File: config.mk
export PLATFORM = sky130hd
export DESIGN_NAME = jtag_dr_bank
export DESIGN_NICKNAME = d
export VERILOG_FILES = /design/src/rtl/jtag_pkg.sv /design/src/rtl/jtag_bsr_cell.sv /design/src/rtl/jtag_dr_bank.sv
export SDC_FILE = /design/constraint.sdc
export NUM_CORES = 1
export LEC_CHECK = 0
export CAP_MARGIN = 40
export CORE_ASPECT_RATIO = 1.4
export CORE_MARGIN = 2
export CORE_UTILIZATION = 45
export DETAILED_ROUTE_END_ITERATION = 8
export GPL_TIMING_DRIVEN = 0
export PLACE_DENSITY = 0.78
export SLEW_MARGIN = 20
export SYNTH_ARGS = -nofsm -noshare
export SYNTH_HDL_FRONTEND = slang
export SYNTH_HIERARCHICAL = 1
export SYNTH_SLANG_ARGS = --single-unit
File: constraint.sdc
create_clock -name TCK -period 2.3 [get_ports TCK]
set_input_delay 0.345 -clock TCK [delete_from_list [all_inputs] [get_ports TCK]]
set_output_delay 0.345 -clock TCK [all_outputs]
set_load 0.1 [all_outputs]
File: src/rtl/jtag_pkg.sv
// jtag_pkg: opcode constants, register widths and the decoded-select struct shared by the DR bank.
package jtag_pkg;
  localparam int OP_BYPASS   = -1;
  localparam int OP_SAMPLE   = 1;
  localparam int OP_EXTEST   = 2;
  localparam int OP_INTEST   = 3;
  localparam int OP_CLAMP    = 5;
  localparam int OP_IDCODE   = 7;
  localparam int OP_USERCODE = 8;
  localparam int OP_HIGHZ    = 9;
  localparam int ID_WIDTH    = 32;
  localparam int USER_WIDTH  = 32;
  typedef struct packed {
    logic bypass;
    logic sample;
    logic extest;
    logic intest;
    logic clamp;
    logic highz;
    logic idcode;
    logic usercode;
  } sel_t;
  function automatic logic bsr_sel(input sel_t s);
    return s.sample | s.extest | s.intest;
  endfunction
endpackage

File: src/rtl/jtag_bsr_cell.sv
// jtag_bsr_cell: one boundary-scan cell with capture/shift stage and update latch.
module jtag_bsr_cell (
  input  logic tck,
  input  logic rst,
  input  logic capture,
  input  logic shift,
  input  logic update,
  input  logic pi,
  input  logic si,
  output logic so,
  output logic uo
);
  always_ff @(posedge tck)
    if (rst) begin
      so <= 1'b0;
      uo <= 1'b0;
    end else begin
      so <= capture ? pi : shift ? si : so;
      uo <= (update && !capture && !shift) ? so : uo;
    end
endmodule

File: src/rtl/jtag_dr_bank.sv
// jtag_dr_bank: JTAG data registers (bypass, IDCODE, BSR) with TDO mux and pad steering.
// Optional USERCODE register is built when JTAG_DR_USERCODE_EN is defined.
module jtag_dr_bank
  import jtag_pkg::*;
#(
  parameter int          IR_WIDTH   = 4,
  parameter int          N_PINS     = 4,
  parameter logic [31:0] ID_VALUE   = 32'h1000_00A1,
  parameter logic [31:0] USER_VALUE = 32'h0000_00A1
) (
  input  logic                TCK,
  input  logic                TRST,
  input  logic                TLR,
  input  logic                TDI,
  input  logic [IR_WIDTH-1:0] LATCH_IR,
  input  logic                CAPTURE_DR,
  input  logic                SHIFT_DR,
  input  logic                UPDATE_DR,
  input  logic [N_PINS-1:0]   PIN_IN,
  input  logic [N_PINS-1:0]   CORE_OUT,
  output logic [N_PINS-1:0]   PIN_OUT,
  output logic                PIN_OE,
  output logic [N_PINS-1:0]   CORE_IN,
  output logic                TDO,
  output logic                TDO_EN
);
  sel_t                  sel;
  logic                  rst;
  logic                  byp_on;
  logic                  bsr_on;
  logic                  bypass_q;
  logic                  usr_bit;
  logic                  tdo_d;
  logic [ID_WIDTH-1:0]   id_q;
  logic [2*N_PINS-1:0]   bsr_q;
  logic [2*N_PINS-1:0]   upd_q;
  logic [2*N_PINS-1:0]   bsr_si;
  logic [2*N_PINS-1:0]   bsr_pi;
  always_comb begin
    sel          = '0;
    sel.sample   = LATCH_IR == IR_WIDTH'(OP_SAMPLE);
    sel.extest   = LATCH_IR == IR_WIDTH'(OP_EXTEST);
    sel.intest   = LATCH_IR == IR_WIDTH'(OP_INTEST);
    sel.clamp    = LATCH_IR == IR_WIDTH'(OP_CLAMP);
    sel.highz    = LATCH_IR == IR_WIDTH'(OP_HIGHZ);
    sel.idcode   = LATCH_IR == IR_WIDTH'(OP_IDCODE);
`ifdef JTAG_DR_USERCODE_EN
    sel.usercode = LATCH_IR == IR_WIDTH'(OP_USERCODE);
`endif
    // anything not claimed above, including OP_BYPASS itself, falls back to bypass
    sel.bypass   = !(sel.sample | sel.extest | sel.intest | sel.clamp | sel.highz | sel.idcode | sel.usercode);
  end
  assign rst    = !TRST || TLR;
  assign byp_on = sel.bypass | sel.clamp | sel.highz;
  assign bsr_on = bsr_sel(sel);
  always_ff @(posedge TCK)
    if (rst) bypass_q <= 1'b0;
    else if (byp_on) bypass_q <= CAPTURE_DR ? 1'b0 : SHIFT_DR ? TDI : bypass_q;
  always_ff @(posedge TCK)
    if (rst) id_q <= ID_VALUE;
    else if (sel.idcode) id_q <= CAPTURE_DR ? ID_VALUE : SHIFT_DR ? {TDI, id_q[ID_WIDTH-1:1]} : id_q;
`ifdef JTAG_DR_USERCODE_EN
  logic [USER_WIDTH-1:0] usr_q;
  always_ff @(posedge TCK)
    if (rst) usr_q <= USER_VALUE;
    else if (sel.usercode) usr_q <= CAPTURE_DR ? USER_VALUE : SHIFT_DR ? {TDI, usr_q[USER_WIDTH-1:1]} : usr_q;
  assign usr_bit = usr_q[0];
`else
  // never selected in this build; tied to a constant so the mux shape stays the same
  assign usr_bit = USER_VALUE[0];
`endif
  assign bsr_pi = {CORE_OUT, PIN_IN};
  assign bsr_si = {TDI, bsr_q[2*N_PINS-1:1]};
  for (genvar i = 0; i < 2*N_PINS; i++) begin : g_cell
    jtag_bsr_cell u_cell (
      .tck    (TCK),
      .rst    (rst),
      .capture(CAPTURE_DR && bsr_on),
      .shift  (SHIFT_DR && bsr_on),
      .update (UPDATE_DR && bsr_on),
      .pi     (bsr_pi[i]),
      .si     (bsr_si[i]),
      .so     (bsr_q[i]),
      .uo     (upd_q[i])
    );
  end
  assign tdo_d = bsr_on ? bsr_q[0] : sel.idcode ? id_q[0] : sel.usercode ? usr_bit : bypass_q;
  always_ff @(negedge TCK)
    if (!TRST) begin
      TDO    <= 1'b0;
      TDO_EN <= 1'b0;
    end else begin
      TDO    <= tdo_d;
      TDO_EN <= SHIFT_DR;
    end
  assign PIN_OUT = (sel.extest || sel.clamp) ? upd_q[2*N_PINS-1:N_PINS] : CORE_OUT;
  assign PIN_OE  = !sel.highz;
  assign CORE_IN = sel.intest ? upd_q[N_PINS-1:0] : PIN_IN;
endmodule

Word level (Yosys, flattened, before mapping)

Cells that the tools add are included.
W data, S select, Z words.

Eq/ne operators: 6
Muxes and demuxes: 24
Reduce and logical (&&, ||, !) cells: 16
Bitwise gates (word level): 7

Operators with widths:

| cell                 | count |
|---|---|
| $mux W32             | 2 |
| $mux W1              | 20 |
| $eq A4 B2 Y1 const B | 2 |
| $eq A4 B3 Y1 const B | 2 |
| $mux W4              | 2 |
| $or A1 B1 Y1         | 7 |
| $logic_and A1 B1 Y1  | 5 |
| $logic_not A1 Y1     | 5 |
| $eq A4 B1 Y1 const B | 1 |
| $eq A4 B4 Y1 const B | 1 |
| $reduce_and A2 Y1    | 2 |
| $reduce_bool A2 Y1   | 2 |
| $logic_or A1 B1 Y1   | 2 |

Register bits: 51
Input port bits: 19
Logic and storage cells: 73
Output and inout bits: 11

Depth between registers and ports, before layout

Gate-level depths: netlist (run 1).

Word-level depth: 10
Gate-level depth with buffers: 6
Mapped depth without buffers: 5

Cells and area by module

Netlist (run 1), hierarchy kept.

Modules (own cells, without submodules):

| module        | area an instance (um^2) | cells each | times used |
|---|---|---|---|
| jtag_dr_bank  | 1681.6                  | 190        | 1 |
| jtag_bsr_cell | 102.6                   | 10         | 8 |

==> results by group, run 1 <==
Route
  • DRC viols: 0
  • Drt wl/cell: 14.4 um
  • Drt initial violations: 190
  • ANT nets after route: 0
  • Routed WL: 5490 um
  • Vias per cell: 5.67
  • Total vias in the final route: 2165
  • 1st-pass router iterations: 4

Timing
  • Relative slew slack: 46.1%
  • Worst slew pin tran: 0.809 ns
  • PnR worst setup slack: -0.0632 ns
  • Final hold violation count: 0
  • Worst hold slack: 0.450 ns
  • Setup Skew: 0.0545 ns
  • Max Slew Vio Count: 0
  • Final setup vio count: 2
  • Unrepaired setup endpoints after global routing: yes

Critical path
  • Crit path capture type: output port
  • Setup crit start kind: flip-flop
  • Delay of the slowest critical-path stage: 0.34 ns
  • CP required: 1.96 ns
  • Critical path's slowest cell: dfxtp_2
  • Worst path cell trace: buf_12
  • Worst R2R Path Depth: 2
  • Crit Path Category: reg -> out
  • WP buf/inv: 1
  • Worst path arrival time: 2.02 ns
  • WP depth: 1
  • Maximum fanout along the worst path: 1
  • Family with the most delay on the worst path: flip-flops

Die
  • Starting Density: 46.0%
  • Die Ht: 92.2 um
  • Chip width: 67.0 um
  • I/O Pins: 30
  • Die Area: 6180 um2
  • Rows: 32
  • Core area: 5450 um2

Logic synthesis
  • Ys async rst share: 0%
  • Mapped Cells: 270
  • Post-synth EDFFs: 0
  • Netlist Area Pre-Place: 2500 um2
  • Synthesis-stage register bit count: 51
  • Most common cell in the netlist: dfxtp_1
  • Yosys warns: 6
  • Synth Flop Type: dfxtp_1
  • Yosys top cell by area: dfxtp_1
  • Commonest cells post-synth: dfxtp_1, o21ai_0, a21oi_1, nand4b_1
  • Sequential-to-total area share from yosys stat: 40.8%
  • Top cell type's share of synthesized area: 40.8%
  • Post-synthesis area per instance: 9.27 um2
  • Syn Nets: 289
  • Leading cell types by total area after synthesis: dfxtp_1, nand4b_1, o21ai_0
  • Synth unique cells: 30

Placement
  • IO buf count: 26
  • Final HPWL DP: 3800 um
  • Area post-placement: 3030 um2
  • Global placement routability congestion: 0.727

Final layout
  • Design Area, Final: 3160 um2
  • Share of cells above drive strength 1: 17.5%
  • Antenna cell count: 0
  • Area growth syn-to-layout: 26.4%
  • Fin nets: 332
  • Final Util: 58.1%
  • Fillcell total: 497

Power
  • Static Leak: 1.02 nW
  • PwrDens: 614 nW/um2
  • Worst vdd ir: 361 uV

Clock tree
  • TritonCTS Buffers: 5
  • CTS tree: done
  • Clock Path Buffers: 2
  • Worst-Skew Late Latency: 0.35 ns
  • Clk sink count: 51
  • CTS Hold Bufs: 0
  • Root buffer cell: clkbuf_8
  • H-Tree Depth: 2
  • Clk pin slew, worst setup/hold paths: 0.09 ns

Run status
  • Failing checks: negative setup slack
  • Status: complete, but fails checks

Worst hold path
  • Min-Delay Path Class: in -> reg
  • Cell count of the worst hold path: 3

Global routing
  • First-pass GRT wire length: 9440 um
  • GRT overflow: 0
  • Total GRT Usage: 19.0%
  • Number of global-route vias before repair: 2058
  • Initial antenna violation count: 0
  • Largest net degree at the start of global routing: 34

Job
  • Max-Cap Viols: 0
cell usage in the layout, fill, tap and decap left out, drive strengths merged, types with 4 or more instances in the layout:
cell type      instances
nor2b                 10
a21oi                 33
and2                   5
mux2i                 16
o21ai                 33
nor4                   4
clkdlybuf4s50         17
dfxtp                 51
nand4b                30
a211oi                 8
inv                   11
nor3b                  8
buf                   23
mux2                   9
clkbuf                23
nand2b                17
logic make-up after synthesis:
| family | after synthesis | synth area share (%) |
|---|---|---|
| simple gates | 85 | 25.3 |
| compound gates | 77 | 18.4 |
| mux | 25 | 10.4 |
| flops | 51 | 40.8 |
| buf+inv | 32 | 5.05 |
what timing repair did:
action,in CTS,in global routing
pin swaps,1,0
endpoints found under the setup margin,12,2
endpoints found under the hold margin,0,0
gates resized for setup,24,0
setup buffers,4,0
report_power, final:
part | switching [mW] | total [mW] | leakage, nW | internal (mW)
Sequential | 0.00462 | 0.894 | 0.412 | 0.889
Combinational | 0.188 | 0.313 | 0.527 | 0.125
Clock | 0.299 | 0.738 | 0.0761 | 0.439
routing by layer:
metal,GRT usage [%],up-vias,wire length [um]
met4,7.82,0,108
met5,0,-,0
met1,23.4,1027,2340
met3,4.42,12,210
li1,-,1074,-
met2,31.2,52,2830
cell type report:
cell class / instances / area, um2 / share of cell area, %
Buffer: 22 / 103 / 3.24
Clock buffer: 6 / 72.6 / 2.29
Clock inverter: 4 / 67.6 / 2.14
Inverter: 9 / 33.8 / 1.07
Multi-Input combinational cell: 187 / 1370 / 43.3
Sequential cell: 51 / 1020 / 32.3
Tap cell: 68 / 85.1 / 2.69
Timing Repair Buffer: 35 / 410 / 13.0
metrics by stage:
stage	TNS (ns)	power, mW	cells	worst slack [ns]
2_1_floorplan	-0.290	1.11	270	-0.186
3_3_place_gp	-13.10	1.19	364	-0.965
3_5_place_dp	-9.12	1.23	375	-0.821
4_1_cts	-0.132	1.96	382	-0.0767
5_1_grt	-0.197	2.02	382	-0.113
6_report	-0.112	1.94	382	-0.0632
path summary, 6_finish.rpt:
kind	startpoint	to	slack, ns
setup / recovery	TDO_EN	TDO_EN	-0.06
hold / removal	SHIFT_DR	id_q[1]	0.45
setup reg to reg	g_cell[0].u_cell/so	TDO	0.13
hold reg to reg	g_cell[1].u_cell/uo	g_cell[1].u_cell/uo	0.47
registers in the layout, summed over array words and instances, names as in the netlist:
register          cells
g_cell.u_cell/uo      8
bypass_q              1
TDO_EN                1
id_q                 32
g_cell.u_cell/so      8
TDO                   1
Note: power is estimated with default switching activity, not from simulation.
==> inputs of run 2 (changes only) <==
--- a/config.mk
+++ b/config.mk
@@ -5,7 +5,6 @@
 export SDC_FILE = /design/constraint.sdc
 export NUM_CORES = 1
 export LEC_CHECK = 0
-export CAP_MARGIN = 40
 export CORE_ASPECT_RATIO = 1.4
 export CORE_MARGIN = 2
 export CORE_UTILIZATION = 45
==> run 2 against run 1 <==
The run still ends with negative setup slack left. Largest power group unchanged. Global-route usage decreased by 0.57 points. Register-to-register slack barely moved. Count of clock-buffer cells in the layout stayed put. Clock skew fell by 0.00066 ns. Critical path type unchanged.
==> results by group, run 2 (synthesis results as in run 1) <==
Global routing
  • Total GRT Usage: 18.5% (was 19.0%)
  • GR Util met3: 3.07% (was 4.42%)
  • Initial antenna violation count: 0 (unchanged)
  • Number of global-route vias before repair: 2039 (was 2058)
  • Grt met2 use: 32.0% (was 31.2%)
  • GRT overflow: 0 (unchanged)
  • First-pass GRT wire length: 9200 um (was 9440 um)
  • Largest net degree at the start of global routing: 34 (unchanged)
  • GRT busiest layer: met2 (unchanged)
  • Met1 Use GR: 22.4% (was 23.4%)

Route
  • 1st-pass router iterations: 4 (unchanged)
  • Routed WL: 5290 um (was 5490 um)
  • ANT nets after route: 0 (unchanged)
  • DRC viols: 0 (unchanged)
  • Drt wl/cell: 14.1 um (was 14.4 um)
  • Total vias in the final route: 2148 (was 2165)
  • Drt initial violations: 209 (was 190)
  • Vias per cell: 5.71 (was 5.67)

Die
  • Die Area: 6180 um2 (unchanged)
  • Starting Density: 46.0% (unchanged)
  • I/O Pins: 30 (unchanged)
  • Die Ht: 92.2 um (unchanged)
  • Rows: 32 (unchanged)
  • Core area: 5450 um2 (unchanged)
  • Chip width: 67.0 um (unchanged)

Placement
  • Total placed cells including tap cells: 364 (was 375)
  • Final HPWL DP: 3630 um (was 3800 um)
  • Global placement routability congestion: 0.727 (unchanged)
  • IO buf count: 26 (unchanged)

Power
  • PwrDens: 633 nW/um2 (was 614 nW/um2)
  • Worst vdd ir: 386 uV (was 361 uV)
  • Static Leak: 0.955 nW (was 1.02 nW)

Timing
  • Worst hold slack: 0.466 ns (was 0.450 ns)
  • Final setup vio count: 2 (unchanged)
  • Final setup TNS: -0.109 ns (was -0.112 ns)
  • Worst slew pin tran: 0.952 ns (was 0.809 ns)
  • Relative slew slack: 36.8% (was 46.1%)
  • Setup Skew: 0.0538 ns (was 0.0545 ns)
  • Max Slew Vio Count: 0 (unchanged)
  • Final hold violation count: 0 (unchanged)
  • Unrepaired setup endpoints after global routing: yes (unchanged)
  • PnR worst setup slack: -0.0595 ns (was -0.0632 ns)

Final layout
  • Commonest non-fill, non-tap cell in the layout: dfxtp_1 (unchanged)
  • Biggest regs: id_q x32, g_cell.u_cell/so x8, g_cell.u_cell/uo x8 (unchanged)
  • Fillcell total: 520 (was 497)
  • Share of cells above drive strength 1: 15.9% (was 17.5%)
  • Area growth syn-to-layout: 20.3% (was 26.4%)
  • Fin nets: 326 (was 332)
  • Number of flip-flops in the largest register: 32 (unchanged)
  • Most frequent cells in the layout: dfxtp_1, o21ai_0, a21oi_1 (unchanged)
  • Antenna cell count: 0 (unchanged)
  • Fin cells: 376 (was 382)
  • Biggest register: id_q (unchanged)

Critical path
  • Crit path capture type: output port (unchanged)
  • Setup crit start kind: flip-flop (unchanged)
  • Critical path's slowest cell: dfxtp_2 (unchanged)
  • Maximum fanout along the worst path: 1 (unchanged)
  • Worst path arrival time: 2.01 ns (was 2.02 ns)
  • Crit Path Category: reg -> out (unchanged)
  • CP required: 1.96 ns (about the same)
  • Family with the most delay on the worst path: flip-flops (unchanged)
  • WP buf/inv: 1 (unchanged)
  • Delay of the slowest critical-path stage: 0.34 ns (about the same)
  • Worst path cell trace: buf_12 (unchanged)

Clock tree
  • Clk sink count: 51 (unchanged)
  • Clock Path Buffers: 2 (unchanged)
  • TritonCTS Buffers: 5 (unchanged)
  • H-Tree Depth: 2 (unchanged)
  • CTS tree: done (unchanged)
  • Worst-Skew Late Latency: 0.36 ns (was 0.35 ns)
  • Clk pin slew, worst setup/hold paths: 0.09 ns (about the same)
  • Root buffer cell: clkbuf_8 (unchanged)

Worst hold path
  • Min-Delay Path Class: in -> reg (unchanged)

Run status
  • Failing checks: negative setup slack (unchanged)
  • Status: complete, but fails checks (unchanged)

Job
  • Max-Cap Viols: 0 (unchanged)
[run 2: cell count changes in the layout (fill, tap and decap cells not counted), sizes merged]
cell | before | now
clkbuf | 23 | 24
dlygate4sd2 | 0 | 4
buf | 23 | 16
clkdlybuf4s15 | 0 | 1
clkdlybuf4s50 | 17 | 12
[run 2: path summary, 6_finish.rpt]
path                                          start  endpoint  slack (ns)  depth (start not counted)
worst max-delay path                         TDO_EN    TDO_EN       -0.06                          1
worst min-delay path                       SHIFT_DR   id_q[1]        0.47                          3
worst max register to register  g_cell[0].u_cell/so       TDO        0.13                          2
worst min register to register             id_q[24]  id_q[24]        0.48                          2
[run 2: repair_timing]
| item | 4_1_cts | 5_1_grt |
|---|---|---|
| endpoints found under the hold margin | 0 | 0 |
| setup buffers | 0 | 3 |
| gates resized for setup | 60 | 1 |
| cloned | 0 | 0 |
| setup endpoints to repair | 12 | 3 |
| hold buffers | 0 | 0 |
[run 2: through the flow]
stage          total power [mW]  worst slack, ns  utilization, %  instance area [um2]
2_1_floorplan              1.11           -0.186               -                 2510
3_3_place_gp               1.19           -0.965            52.5                 2860
3_5_place_dp               1.19            -1.00            52.5                 2860
4_1_cts                    1.91          -0.0672            54.8                 2990
5_1_grt                    1.98          -0.0814            55.3                 3010
6_report                   1.91          -0.0595            55.3                 3010
[run 2: layout make-up]
class / instances / area [um2] / share of cell area (%)
multi-input combinational: 187 / 1360 / 45.1
sequential: 51 / 1020 / 34.0
timing repair buffer: 29 / 267 / 8.85
buffer: 22 / 103 / 3.41
tap: 68 / 85.1 / 2.83
clock buffer: 6 / 72.6 / 2.41
clock inverter: 4 / 67.6 / 2.24
inverter: 9 / 33.8 / 1.12
[run 2: layer usage]
metal  wire [um]  vias to the layer above
met5           0                        -
met4          89                        0
met3         212                        9
met2        2750                       54
met1        2240                     1024
li1            -                     1061
[run 2: report_power, final]
part / total, mW / switching [mW] / internal, mW
sequential: 0.893 / 0.00453 / 0.889
combinational: 0.270 / 0.179 / 0.0910
clock: 0.741 / 0.302 / 0.439
total: 1.91 / 0.486 / 1.42
==> inputs of run 3 (changes only) <==
--- a/config.mk
+++ b/config.mk
@@ -10,6 +10,7 @@
 export CORE_UTILIZATION = 45
 export DETAILED_ROUTE_END_ITERATION = 8
 export GPL_TIMING_DRIVEN = 0
+export MAX_ROUTING_LAYER = met4
 export PLACE_DENSITY = 0.78
 export SLEW_MARGIN = 20
 export SYNTH_ARGS = -nofsm -noshare
==> constraint.sdc (replaced) <==
create_clock -name TCK -period 3.1 [get_ports TCK]
set_input_delay 0.465 -clock TCK [delete_from_list [all_inputs] [get_ports TCK]]
set_output_delay 0.465 -clock TCK [all_outputs]
set_load 0.1 [all_outputs]
==> run 3 against run 2 <==
The flow now finishes without violations. Register-to-register slack better by 0.42 ns. Sequential share of layout area grew 1.0 points. Hold slack better by 0.012 ns. Combinational power shrank 27%. Count of clock-buffer cells in the layout stayed put. Global-route usage grew 0.27 points. Setup slack better by 0.13 ns. Largest power group unchanged.
==> results by group, run 3 (synthesis results as in run 1) <==
Clock tree
  • Clk pin slew, worst setup/hold paths: 0.09 ns (about the same)
  • H-Tree Depth: 2 (unchanged)
  • Worst-Skew Late Latency: 0.35 ns (was 0.36 ns)
  • Root buffer cell: clkbuf_8 (unchanged)
  • TritonCTS Buffers: 5 (unchanged)
  • Clock Path Buffers: 2 (unchanged)
  • Clk sink count: 51 (unchanged)
  • CTS tree: done (unchanged)
  • CTS Hold Bufs: 0 (unchanged)

Power
  • Pwr Total: 1.23 mW (was 1.91 mW)
  • Static Leak: 0.907 nW (was 0.955 nW)
  • PwrDens: 423 nW/um2 (was 633 nW/um2)
  • Worst vdd ir: 266 uV (was 386 uV)

Timing
  • Max Slew Vio Count: 0 (unchanged)
  • Final hold violation count: 0 (unchanged)
  • Relative slew slack: 35.1% (was 36.8%)
  • Unrepaired setup endpoints after global routing: no (was yes)
  • Setup Skew: 0.0569 ns (was 0.0538 ns)
  • Worst hold slack: 0.478 ns (was 0.466 ns)
  • PnR worst setup slack: 0.0700 ns (was -0.0595 ns)
  • Final setup TNS: 0 ns (was -0.109 ns)
  • Worst slew pin tran: 0.970 ns (was 0.952 ns)
  • Final setup vio count: 0 (was 2)

Final layout
  • Antenna cell count: 0 (unchanged)
  • Biggest regs: id_q x32, g_cell.u_cell/so x8, g_cell.u_cell/uo x8 (unchanged)
  • Biggest register: id_q (unchanged)
  • Design Area, Final: 2920 um2 (was 3010 um2)
  • Fin cells: 373 (was 376)
  • Final Util: 53.5% (was 55.3%)
  • Number of flip-flops in the largest register: 32 (unchanged)
  • Commonest non-fill, non-tap cell in the layout: dfxtp_1 (unchanged)
  • Fin nets: 323 (was 326)
  • Most frequent cells in the layout: dfxtp_1, o21ai_0, a21oi_1 (unchanged)
  • Share of cells above drive strength 1: 11.1% (was 15.9%)
  • Area growth syn-to-layout: 16.5% (was 20.3%)

Critical path
  • Worst path cell trace: dlygate4sd2_1 -> and4b_1 -> buf_2 -> mux2_1 -> o211a_1 (was buf_12)
  • Maximum fanout along the worst path: 8 (was 1)
  • Crit Path Category: in -> reg (was reg -> out)
  • Family with the most delay on the worst path: buffers and inverters (was flip-flops)
  • Critical path's slowest cell: dlygate4sd2_1 (was dfxtp_2)
  • Delay of the slowest critical-path stage: 0.33 ns (was 0.34 ns)
  • Worst path arrival time: 1.72 ns (was 2.01 ns)
  • WP buf/inv: 2 (was 1)
  • CP required: 1.79 ns (was 1.96 ns)
  • Crit path capture type: flip-flop (was output port)
  • Setup crit start kind: input port (was flip-flop)

Run status
  • Status: complete, no violations (was complete, but fails checks)

Die
  • Rows: 32 (unchanged)
  • Starting Density: 46.0% (unchanged)
  • Chip width: 67.0 um (unchanged)
  • Die Area: 6180 um2 (unchanged)
  • Die Ht: 92.2 um (unchanged)
  • I/O Pins: 30 (unchanged)
  • Core area: 5450 um2 (unchanged)

Placement
  • Global placement routability congestion: 0.753 (was 0.727)
  • IO buf count: 26 (unchanged)
  • Final HPWL DP: 3700 um (was 3630 um)
  • Placement Setup Slack: -0.577 ns (was -1.00 ns)
  • Total placed cells including tap cells: 364 (unchanged)
  • Area post-placement: 2850 um2 (was 2860 um2)

Global routing
  • Number of global-route vias before repair: 2124 (was 2039)
  • Largest net degree at the start of global routing: 34 (unchanged)
  • Initial antenna violation count: 0 (unchanged)
  • Total GRT Usage: 18.7% (was 18.5%)
  • GRT overflow: 0 (unchanged)
  • First-pass GRT wire length: 9200 um (about the same)

Route
  • Drt wl/cell: 14.0 um (was 14.1 um)
  • 1st-pass router iterations: 4 (unchanged)
  • ANT nets after route: 0 (unchanged)
  • Vias per cell: 5.69 (was 5.71)
  • Drt initial violations: 198 (was 209)
  • Routed WL: 5220 um (was 5290 um)
  • Total vias in the final route: 2124 (was 2148)
  • DRC viols: 0 (unchanged)

Worst hold path
  • Min-Delay Path Class: reg -> reg (was in -> reg)

Job
  • Max-Cap Viols: 0 (unchanged)
run 3: changes by cell type in the layout (fill, tap and decap cells not counted), sizes merged:
cell / before / now
clkdlybuf4s15: 1 / 0
buf: 16 / 6
clkbuf: 24 / 25
clkinv: 0 / 2
clkdlybuf4s50: 12 / 17
dlygate4sd2: 4 / 6
bufinv: 2 / 0
run 3: per-layer routing:
metal  track usage, %  routed length [um]  up-vias
met5                -                   0        -
met4             3.57                  30        0
met3             3.07                 208        4
met2             33.9                2770       48
met1             21.2                2210     1021
li1                 -                   -     1051
run 3: area by class of cell:
type                    instances  area, um2
plain buffers                  22       90.1
well taps                      68       85.1
multi-input cells             187       1360
flip-flops and latches         51       1020
clock inverters                 4       15.0
fillers                       549       2530
repair buffers                 26        243
inverters                       9       33.8
clock buffers                   6       72.6
run 3: worst paths after layout:
check	startpoint	end	slack (ns)	cells after the start
max	LATCH_IR[0]	TDO	0.07	5
min	g_cell[2].u_cell/uo	g_cell[2].u_cell/uo	0.48	2
max reg2reg	g_cell[0].u_cell/so	TDO	0.55	2
min reg2reg	g_cell[2].u_cell/uo	g_cell[2].u_cell/uo	0.48	2
run 3: power by group:
part           switching, mW  internal [mW]  leakage [nW]
clock network          0.216          0.158        0.0509
registers            0.00259          0.659         0.412
logic                  0.133         0.0643         0.445
total                  0.352          0.881         0.907
run 3: tightest hold or removal path: cells and delay by family, from the launching register on:
family	cells	cell delay, ns
DFF	1	0.32
and+or+nand+nor	1	0.06
muxes	1	0.06
run 3: repair_timing:
item,CTS,global route
gates resized for setup,18,3
buffers inserted,0,0
setup endpoints to repair,11,2
